==> src/rtl/multi_tone_gen.sv <==
// Multi-channel square-wave tone generator: per-channel dividers with steady,
// siren and burst modes, OR-mixed onto one registered speaker pin.
module multi_tone_gen #(
    parameter int NUM_CH = 4,
    parameter int DIV_W  = 16,
    parameter int LEN_W  = 12,
    parameter int ALT_W  = 24,
    localparam int CH_W  = (NUM_CH > 1) ? $clog2(NUM_CH) : 1
) (
    input  logic              clk,
    input  logic              rst,
    input  logic              wr_en,
    input  logic [CH_W-1:0]   wr_ch,
    input  logic [1:0]        wr_mode,
    input  logic [DIV_W-1:0]  wr_hp,
    input  logic [LEN_W-1:0]  wr_len,
    output logic [NUM_CH-1:0] tone_out,
    output logic [NUM_CH-1:0] busy,
    output logic [NUM_CH-1:0] done,
    output logic              speaker
);

    typedef enum logic [1:0] {
        M_OFF    = 2'b00,
        M_STEADY = 2'b01,
        M_SIREN  = 2'b10,
        M_BURST  = 2'b11
    } mode_e;

    mode_e             mode_q [NUM_CH];
    mode_e             mode_d [NUM_CH];
    logic [DIV_W-1:0]  hp_q   [NUM_CH];
    logic [DIV_W-1:0]  hp_d   [NUM_CH];
    logic [DIV_W-1:0]  cnt_q  [NUM_CH];
    logic [DIV_W-1:0]  cnt_d  [NUM_CH];
    logic [LEN_W-1:0]  len_q  [NUM_CH];
    logic [LEN_W-1:0]  len_d  [NUM_CH];
    logic [NUM_CH-1:0] tone_q, tone_d;
    logic [NUM_CH-1:0] done_q, done_d;
    logic [ALT_W-1:0]  alt_q, alt_d;
    logic              spk_q, spk_d;

    // Low siren phase halves the period, clamped so it never reaches zero.
    function automatic logic [DIV_W-1:0] half_period(input mode_e mode,
                                                     input logic [DIV_W-1:0] hp,
                                                     input logic phase_hi);
        logic [DIV_W-1:0] h;
        h = hp >> 1;
        if (mode != M_SIREN || phase_hi) return hp;
        if (h == '0) return DIV_W'(1);
        return h;
    endfunction

    always_comb begin
        alt_d  = alt_q + ALT_W'(1);
        spk_d  = |tone_q;
        tone_d = tone_q;
        done_d = '0;
        for (int c = 0; c < NUM_CH; c++) begin
            mode_d[c] = mode_q[c];
            hp_d[c]   = hp_q[c];
            cnt_d[c]  = cnt_q[c];
            len_d[c]  = len_q[c];
            if (wr_en && int'(wr_ch) == c) begin
                // A write wins over any toggle event falling on the same edge.
                if (wr_hp == '0 || (mode_e'(wr_mode) == M_BURST && wr_len == '0))
                    mode_d[c] = M_OFF;
                else
                    mode_d[c] = mode_e'(wr_mode);
                hp_d[c]   = wr_hp;
                len_d[c]  = wr_len;
                cnt_d[c]  = wr_hp - DIV_W'(1);
                tone_d[c] = 1'b0;
            end else if (mode_q[c] != M_OFF) begin
                if (cnt_q[c] != '0) begin
                    cnt_d[c] = cnt_q[c] - DIV_W'(1);
                end else begin
                    cnt_d[c] = half_period(mode_q[c], hp_q[c], alt_q[ALT_W-1]) - DIV_W'(1);
                    if (mode_q[c] == M_BURST) begin
                        if (len_q[c] > LEN_W'(1)) begin
                            tone_d[c] = ~tone_q[c];
                            len_d[c]  = len_q[c] - LEN_W'(1);
                        end else begin
                            tone_d[c] = 1'b0;
                            mode_d[c] = M_OFF;
                            len_d[c]  = '0;
                            done_d[c] = 1'b1;
                        end
                    end else begin
                        tone_d[c] = ~tone_q[c];
                    end
                end
            end
        end
    end

    always_ff @(posedge clk) begin
        if (rst) begin
            alt_q  <= '0;
            spk_q  <= 1'b0;
            tone_q <= '0;
            done_q <= '0;
            for (int c = 0; c < NUM_CH; c++) begin
                mode_q[c] <= M_OFF;
                hp_q[c]   <= '0;
                cnt_q[c]  <= '0;
                len_q[c]  <= '0;
            end
        end else begin
            alt_q  <= alt_d;
            spk_q  <= spk_d;
            tone_q <= tone_d;
            done_q <= done_d;
            for (int c = 0; c < NUM_CH; c++) begin
                mode_q[c] <= mode_d[c];
                hp_q[c]   <= hp_d[c];
                cnt_q[c]  <= cnt_d[c];
                len_q[c]  <= len_d[c];
            end
        end
    end

    always_comb begin
        busy = '0;
        for (int c = 0; c < NUM_CH; c++)
            busy[c] = (mode_q[c] != M_OFF);
    end

    assign tone_out = tone_q;
    assign done     = done_q;
    assign speaker  = spk_q;

endmodule
==> config.mk <==
export PLATFORM = sky130hd
export DESIGN_NAME = multi_tone_gen
export DESIGN_NICKNAME = d
export VERILOG_FILES = /design/src/rtl/multi_tone_gen.sv
export SDC_FILE = /design/constraint.sdc
export NUM_CORES = 1
export LEC_CHECK = 0
export ABC_AREA = 1
export CAP_MARGIN = 20
export CELL_PAD_IN_SITES_DETAIL_PLACEMENT = 0
export CELL_PAD_IN_SITES_GLOBAL_PLACEMENT = 1
export CORE_UTILIZATION = 30
export CTS_CLUSTER_DIAMETER = 30
export DETAILED_ROUTE_END_ITERATION = 10
export PLACE_DENSITY = 0.56
export REMOVE_ABC_BUFFERS = 1
export SYNTH_ARGS = -nofsm -noshare
export SYNTH_HDL_FRONTEND = slang
export SYNTH_SLANG_ARGS = --single-unit
==> constraint.sdc <==
create_clock -name clk -period 4.8 [get_ports clk]
set_input_delay 1.44 -clock clk [delete_from_list [all_inputs] [get_ports clk]]
set_output_delay 1.44 -clock clk [all_outputs]
set_load 0.1 [all_outputs]
## After elaboration in Yosys (flattened, before gate mapping)

Memory sizes are Yosys's and may differ from the RTL's.
Cells that the tools add are included.

| cells by class | value |
|---|---|
| add/subtract/negate cells | 14 |
| $mul | 0 |
| divide/modulo/power cells | 0 |
| $lt $le $gt $ge | 4 |
| equality and inequality tests | 12 |
| shift operators | 0 |
| muxes and demuxes | 152 |
| bitwise gates (word level) | 32 |
| reduce and logical (&&, ||, !) cells | 38 |

Operators with widths:

| operator | number |
|---|---|
| $mux 16 | 52 |
| $mux 12 | 24 |
| $sub 16x1->16 const B | 9 |
| $logic_not 16->1 | 5 |
| $reduce_bool 16->1 | 4 |
| $mux 1 | 51 |
| $mux 2 | 25 |
| $gt 12x1->1 const B | 4 |
| $sub 12x1->12 const B | 4 |
| $add 24x1->24 const B | 1 |
| $reduce_or 5->1 | 4 |
| $not 1->1 | 16 |
| $or 1x1->1 | 16 |
| $eq 2x2->1 const B | 7 |
| $logic_not 12->1 | 1 |
| $ne 2x2->1 const B | 4 |
| $reduce_and 2->1 | 4 |
| $reduce_bool 2->1 | 4 |
| $reduce_or 2->1 | 4 |
| $logic_and 1x1->1 | 5 |
| $logic_or 1x1->1 | 5 |
| $reduce_or 4->1 | 1 |
| $eq 2x1->1 const B | 1 |
| $logic_not 2->1 | 1 |

| storage, ports and cells | value |
|---|---|
| bits in registers | 33 |
| latch bits | 0 |
| RAM bits | 184 |
| memory bits (read-only) | 0 |
| input bits | 35 |
| output and inout port bits | 13 |
| memories | 4 |

Memory list:

| name | words | bits a word | read ports | clocked after memory_dff | wr ports | RTL line | text |
|---|---|---|---|---|---|---|---|
| cnt_q | 4 | 16 | 4 | 0 | 4 | 34 | `logic [DIV_W-1:0] cnt_q [NUM_CH];` |
| hp_q | 4 | 16 | 4 | 0 | 4 | 32 | `logic [DIV_W-1:0] hp_q [NUM_CH];` |
| len_q | 4 | 12 | 4 | 0 | 4 | 36 | `logic [LEN_W-1:0] len_q [NUM_CH];` |
| mode_q | 4 | 2 | 4 | 0 | 4 | 30 | `mode_e mode_q [NUM_CH];` |

## Logic depth before layout (Yosys ltp)

Gate-level depths: netlist (run 1).

| logic depth | value |
|---|---|
| depth in word-level cells | 20 |
| gate-level depth with buffers | 18 |

## Worst setup path before layout (run 1)

No wires, ideal clock.

| timing | value |
|---|---|
| kind | input port to flip-flop |
| from | in wr_hp[0] |
| to | mem cnt_q[2][12] |
| arrival | 2.854 ns |
| slack | 1.876 ns |
| stages on the path | 11 |
| path buffers | 1 |
| cells stage by stage | clkbuf_1 > inv_1 > ha_1 > inv_1 > nor2_2 > nand4_1 > nor2_1 > inv_1 > o21ai_0 > a22oi_1 > a21oi_1 |

RTL lines:

| what | RTL line | text |
|---|---|---|
| from (decl) | 15 | `input logic [DIV_W-1:0] wr_hp,` |
| to (decl) | 34 |  |

## Final worst setup path (run 1)

| timing | value |
|---|---|
| from | reg tone_q[0] (netlist: tone_out[0]) |
| to | out tone_out[0] |

RTL lines:

| what | RTL line | text |
|---|---|---|
| from (decl) | 38 | `logic [NUM_CH-1:0] tone_q, tone_d;` |
| from (signal assigned) | 112 | `tone_q <= tone_d;` |
| to (decl) | 17 | `output logic [NUM_CH-1:0] tone_out,` |

No word-level cell between the ends.

==> metrics, run 1 <==
routability cong. 0.883; CP max stage cell clkdlybuf4s50_1; vias between 10000 and 15000; vias in the first global route 13900; Main synth FF type dfxtp_1; combinational power share about a fifth; ys async rst share 0%; Post-CTS Resized 0; CP max FO 3; TritonCTS clock tree yes; Iter 0 DRT Violations 985; count leader, synth nand2_1; sw frac between 30% and 40%; cell internal pwr 5.72 mW; antenna violations before repair 0; Root Buffer clkbuf_16; grt ovf 0; DP Wirelength 37800 um; peak supply drop between 0.0002 and 0.0003 V; Final Hold Viols 0; largest area contributor in the netlist dfxtp_1; GR Util All Layers 22.1%; R2R Setup Slk 1.87 ns; EDFF count, synth 0; first-pass iteration count of the detailed router 5; Placeable Area 45800 um2; fmax 0.278 GHz; leakage 7.92 nW; remaining antenna violation count 0; FF+latch count, synth 217; Num CTS Buffers 72; startpoint types flop; row cnt just under 80; DP Cell Count between 2000 and 3000; Die W 218 um; Worst EP required 3.36 ns; Reg2Reg Depth 14; crit share post-route about 75%; TNS Setup 0 ns; RSZ-0062 raised after global routing no; clock buffer depth 3; Pins Over Slew Limit 0; Die Y 218 um; Ant. Diodes 0; slowest stage delay, CP ~1.2 ns; Crit path max-delay family buffers and inverters; Worst EP arrival 2.15 ns; min cycle time layout 3.59 ns; CTS sink count 217; Clock power frac a little under three fifths; max cap viols 0; Crit Path Class flop to primary output; hold buffer count at cts 0; Cell Chain, Critical Path clkdlybuf4s50_1; pin count of the biggest net entering global routing 64; post-synth top area share roughly 31%; clk slew on worst S/H paths 0.04 ns; Commonest cells post-synth 554 x nand2_1, 292 x nor2_1, 276 x inv_1; WHS Endpoint alt_q[0]; reg2reg end cnt_q[2][12]; io pins 48; cell area power density 481 nW/um2; layout cell share with drive strength beyond 1 about 11%; Hold Path Class flop to flop; Worst Tran Pin Value 1.11 ns; Vias/cell between 4 and 5; Routed WL 51700 um; Syn Inst Count 2254; clock latency on the worst-skew pair between 0.5 and 0.6 ns; mapped cell area 14000 um2; sequential share of power 24.2%; fin nets approximately 2400; Die ar. 47600 um2; first-pass GRT wire length 81000 um; port buffer count 47; worst relative slew slack 25.5%; P&R area growth vs syn 24.1%; post-synthesis sequential area ratio 31.0%; area of placed instances 15000 um2; crit end category primary output; Hold Crit Depth 1; WL per Instance 17.5 um; Synth area leaders dfxtp_1 31%, nand2_1 15%, nor2_1 7.8%, inv_1 7.4%, a21oi_1 6.3%; H-tree depth 3; Psw ~2.6 mW; design area 17400 um2; status completed; Netlist cell types 55; hold path start alt_q[0]; Synth Warn # 0; Worst Path Buf+Inv 1; Total Power 8.36 mW; Final setup viols 0; non-filler instance count after layout 2964; Initial Utilization around 31%; hold slack 0.448 ns; Layout Skew roughly 0.021 ns; Post-Syn Area per Cell between 6 and 7 um2; worst reg2reg startpoint cnt_q[2][6]; Post-CTS Setup Repair Bufs 0; drt drc 0
-- layer usage --
metal,GRT usage (%),part of all wire [%],vias to the layer above
met5,0,0,-
met4,6.60,2.3,0
met3,4.18,4.8,77
met2,34.7,44,333
met1,30.5,49,6654
li1,-,-,7486
-- stage by stage --
step | setup slack (ns) | utilization, %
finish | 1.21 | 38.0
global route | 1.11 | 38.0
CTS | 1.16 | 38.0
detailed placement | 0.836 | 32.7
global placement | 0.773 | 32.7
floorplan | -0.303 | -
-- cells in the final DEF, fill, tap and decap left out, drive strengths merged, types with 3 or more instances in the layout --
master	synthesis	routed
nand3	163	163
o221ai	3	3
nand2	581	581
clkbuf	46	105
a221oi	4	4
ha	14	14
buf	44	31
nand4	69	69
or2	3	3
bufinv	0	4
a32oi	3	3
nor4	8	8
o22ai	10	10
o21bai	4	4
nor2	337	337
xnor2	7	7
inv	292	294
o21ai	129	129
nand3b	4	4
o31ai	9	9
a211oi	4	4
nor3b	4	4
a31oi	14	14
nor3	27	27
a21oi	178	178
clkinv	3	19
clkdlybuf4s50	0	42
and2	3	3
xor2	34	34
a22oi	25	25
dfxtp	217	217
-- kinds of logic after synthesis --
| logic type | share of synthesized area (%) |
|---|---|
| xor+xnor | 2.56 |
| simple gates | 38.1 |
| buf+inv | 11.3 |
| flops | 31.0 |
| compound gates | 15.8 |
| fa+ha+maj | 1.25 |
-- power groups by stage --
stage | registers [mW] | logic, mW | clock network [mW]
2_1_floorplan | 2.03 | 1.22 | 0
6_report | 2.03 | 1.72 | 4.62
4_1_cts | 2.03 | 1.72 | 4.70
3_5_place_dp | 2.05 | 1.71 | 0
5_1_grt | 2.04 | 1.94 | 4.81
3_3_place_gp | 2.06 | 1.72 | 0
-- worst max-delay path by stage --
| stage | slack [ns] | startpoint | end | cells after the start |
|---|---|---|---|---|
| floorplan | -0.30 | wr_en | len_q[1][2] | 8 |
| global placement | 0.77 | wr_hp[7] | cnt_q[3][13] | 9 |
| detailed placement | 0.84 | wr_hp[0] | cnt_q[2][12] | 12 |
| CTS | 1.16 | tone_out[1] | tone_out[1] | 1 |
| global route | 1.11 | tone_out[2] | tone_out[2] | 1 |
| finish | 1.21 | tone_out[0] | tone_out[0] | 1 |
-- worst reg2reg max path: stages (launching register included) --
cell and delay, ns:
dfxtp_1 0.31, nor2_1 0.12, nand2_1 0.06, nor2_1 0.71, nand2_2 0.37, nor2_1 0.21, a21oi_2 0.10, ha_1 0.20
inv_1 0.06, nor2_2 0.06, nand2_4 0.10, nor2_1 0.08, nand3_1 0.07, nand3_1 0.17, a21oi_1 0.18
-- final cells by class --
type | count | area [um2]
Fill cell | 4978 | 28400
Sequential cell | 217 | 4340
Multi-Input combinational cell | 1652 | 8120
Clock buffer | 105 | 2150
Tap cell | 600 | 751
Inverter | 295 | 1110
Clock inverter | 22 | 267
Timing Repair Buffer | 73 | 649
-- sequential cells by signal, indices dropped and copies added, names as in the netlist --
register,flops
len_q,48
cnt_q,64
mode_q,8
speaker,1
alt_q,24
hp_q,64
tone_out,4
done,4
No activity file was read; power rests on OpenSTA's default activity.
==> inputs of run 2 (changes only) <==
==> constraint.sdc (replaced) <==
create_clock -name clk -period 3.4 [get_ports clk]
set_input_delay 1.02 -clock clk [delete_from_list [all_inputs] [get_ports clk]]
set_output_delay 1.02 -clock clk [all_outputs]
set_load 0.1 [all_outputs]
==> run 2 against run 1 <==
First-iteration DRC count down 1.7%. Largest cell class unchanged. Flip-flop and latch count unchanged. Global-route usage down 0.26 points. Core utilization up 1.2 points. Non-clock buffer count up 47. Wire length down 0.91%.
==> metrics, run 2 (synthesis gave the netlist of run 1 again) <==
Post-CTS Resized 0; fin nets 2409; Post-CTS Setup Repair Bufs 0; hold path start alt_q[0]; drt drc 0; most common cell after layout, fill and taps aside nand2_1; pin count of the biggest net entering global routing 102; Root Buffer clkbuf_16; antenna violations before repair 0; Final Hold Viols 0; most frequent cells in the layout 554 x nand2_1, 289 x nor2_1, 275 x inv_1, 217 x dfxtp_1, 176 x a21oi_1; combinational power share 20.4%; worst relative slew slack 33.9%; CTS sink count roughly 220; Pins Over Slew Limit 0; io pins 48; cell area power density 681 nW/um2; Regs by FF count cnt_q (64), hp_q (64), len_q (48); clock latency on the worst-skew pair 0.58 ns; hold buffer count at cts 0; P&R area growth vs syn 27.9%; Die ar. 47600 um2; Layout Skew between 0.02 and 0.025 ns; Die Y roughly 220 um; Crit Path Class flop to primary output; WL per Instance around 17 um; CP max FO 16; port buffer count 47; cell internal pwr 8.50 mW; Hold Path Class flop to flop; Placeable Area 45800 um2; worst reg2reg startpoint cnt_q[1][6]; Reg area around 4300 um2; fmax about 0.33 GHz; vias in the first global route between 10000 and 15000; Initial Utilization 30.6%; first-pass GRT wire length around 80000 um; Worst Tran Pin Value between 0.9 and 1 ns; grt ovf 0; RSZ-0062 raised after global routing no; sequential share of power a little under a quarter; area taken by multi-input logic gates 8120 um2; min cycle time layout 3.01 ns; clock buffer depth 3; Vias/cell 4.88; Psw 3.71 mW; Clock power frac between 50 and 60%; max cap viols 0; Iter 0 DRT Violations 968; peak supply drop 0.000351 V; clk slew on worst S/H paths 0.04 ns; Ant. Diodes 0; TritonCTS clock tree yes; Num CTS Buffers 74; H-tree depth 3; status completed; crit end category primary output; row cnt 78; Final setup viols 0; vias 14700; CP startpoint mode_q[2][1]; GR Util All Layers a little over a fifth; startpoint types flop; sw frac a little under a third; Die W around 220 um; crit share post-route 88.5%; Worst EP required 2.38 ns; DP Wirelength 37500 um; TNS Setup 0 ns; leakage 8.27 nW; routability cong. 0.867; final core occ 39.2%; Routed WL 51300 um; first-pass iteration count of the detailed router 5; # fillers 4877; layout cell share with drive strength beyond 1 13.2%; Worst EP arrival 1.99 ns; remaining antenna violation count 0
## run 2: cell types whose count changed in the layout (fill, tap and decap cells not counted), sizes merged
cell	change
buf	+56
clkdlybuf4s50	-9
clkbuf	+4
bufinv	+2
clkinv	+2
inv	-1
## run 2: through the flow
step,hold WS (ns),worst slack (ns),total power [mW],instance area [um2],std cells
2_1_floorplan,0.415,-1.28,4.60,13500,2164
3_3_place_gp,0.431,-0.00808,5.39,15300,2884
3_5_place_dp,0.442,-0.0629,5.38,15300,2884
4_1_cts,0.452,0.398,12.3,17900,3018
5_1_grt,0.464,0.145,12.8,17900,3018
6_report,0.449,0.391,12.2,17900,3018
## run 2: worst paths after layout
check                      to  slack (ns)  depth (start not counted)
setup / recovery      busy[2]        0.39                          4
hold / removal       alt_q[0]        0.45                          1
setup reg to reg  cnt_q[1][8]        0.54                         16
hold reg to reg      alt_q[0]        0.45                          1
## run 2: cell type report
cell class	count	share of cell area (%)
Sequential cell	217	24.2
Inverter	295	6.20
Timing Repair Buffer	120	5.70
Tap cell	600	4.19
Clock inverter	25	1.77
Clock buffer	109	12.6
Multi-Input combinational cell	1652	45.3
## run 2: critical path, stage by stage, from the launching register on
cell,delay [ns]
dfxtp_1,0.36
buf_4,0.24
nor2_1,0.39
inv_1,0.16
buf_4,0.27
## run 2: per-layer routing
layer  vias up  GRT usage [%]  part of all wire (%)
met5         -              0                     0
met4         0           7.58                   2.2
met3        70           3.38                   4.5
met2       331           34.7                    44
met1      6749           29.8                    49
li1       7575              -                     -
## run 2: power groups by stage
stage               clock (mW)  combinational (mW)  sequential (mW)
global route              7.14                2.82             2.88
global placement             0                2.50             2.90
finish                    6.86                2.49             2.86
floorplan                    0                1.73             2.87
detailed placement           0                2.49             2.89
CTS                       6.99                2.50             2.85
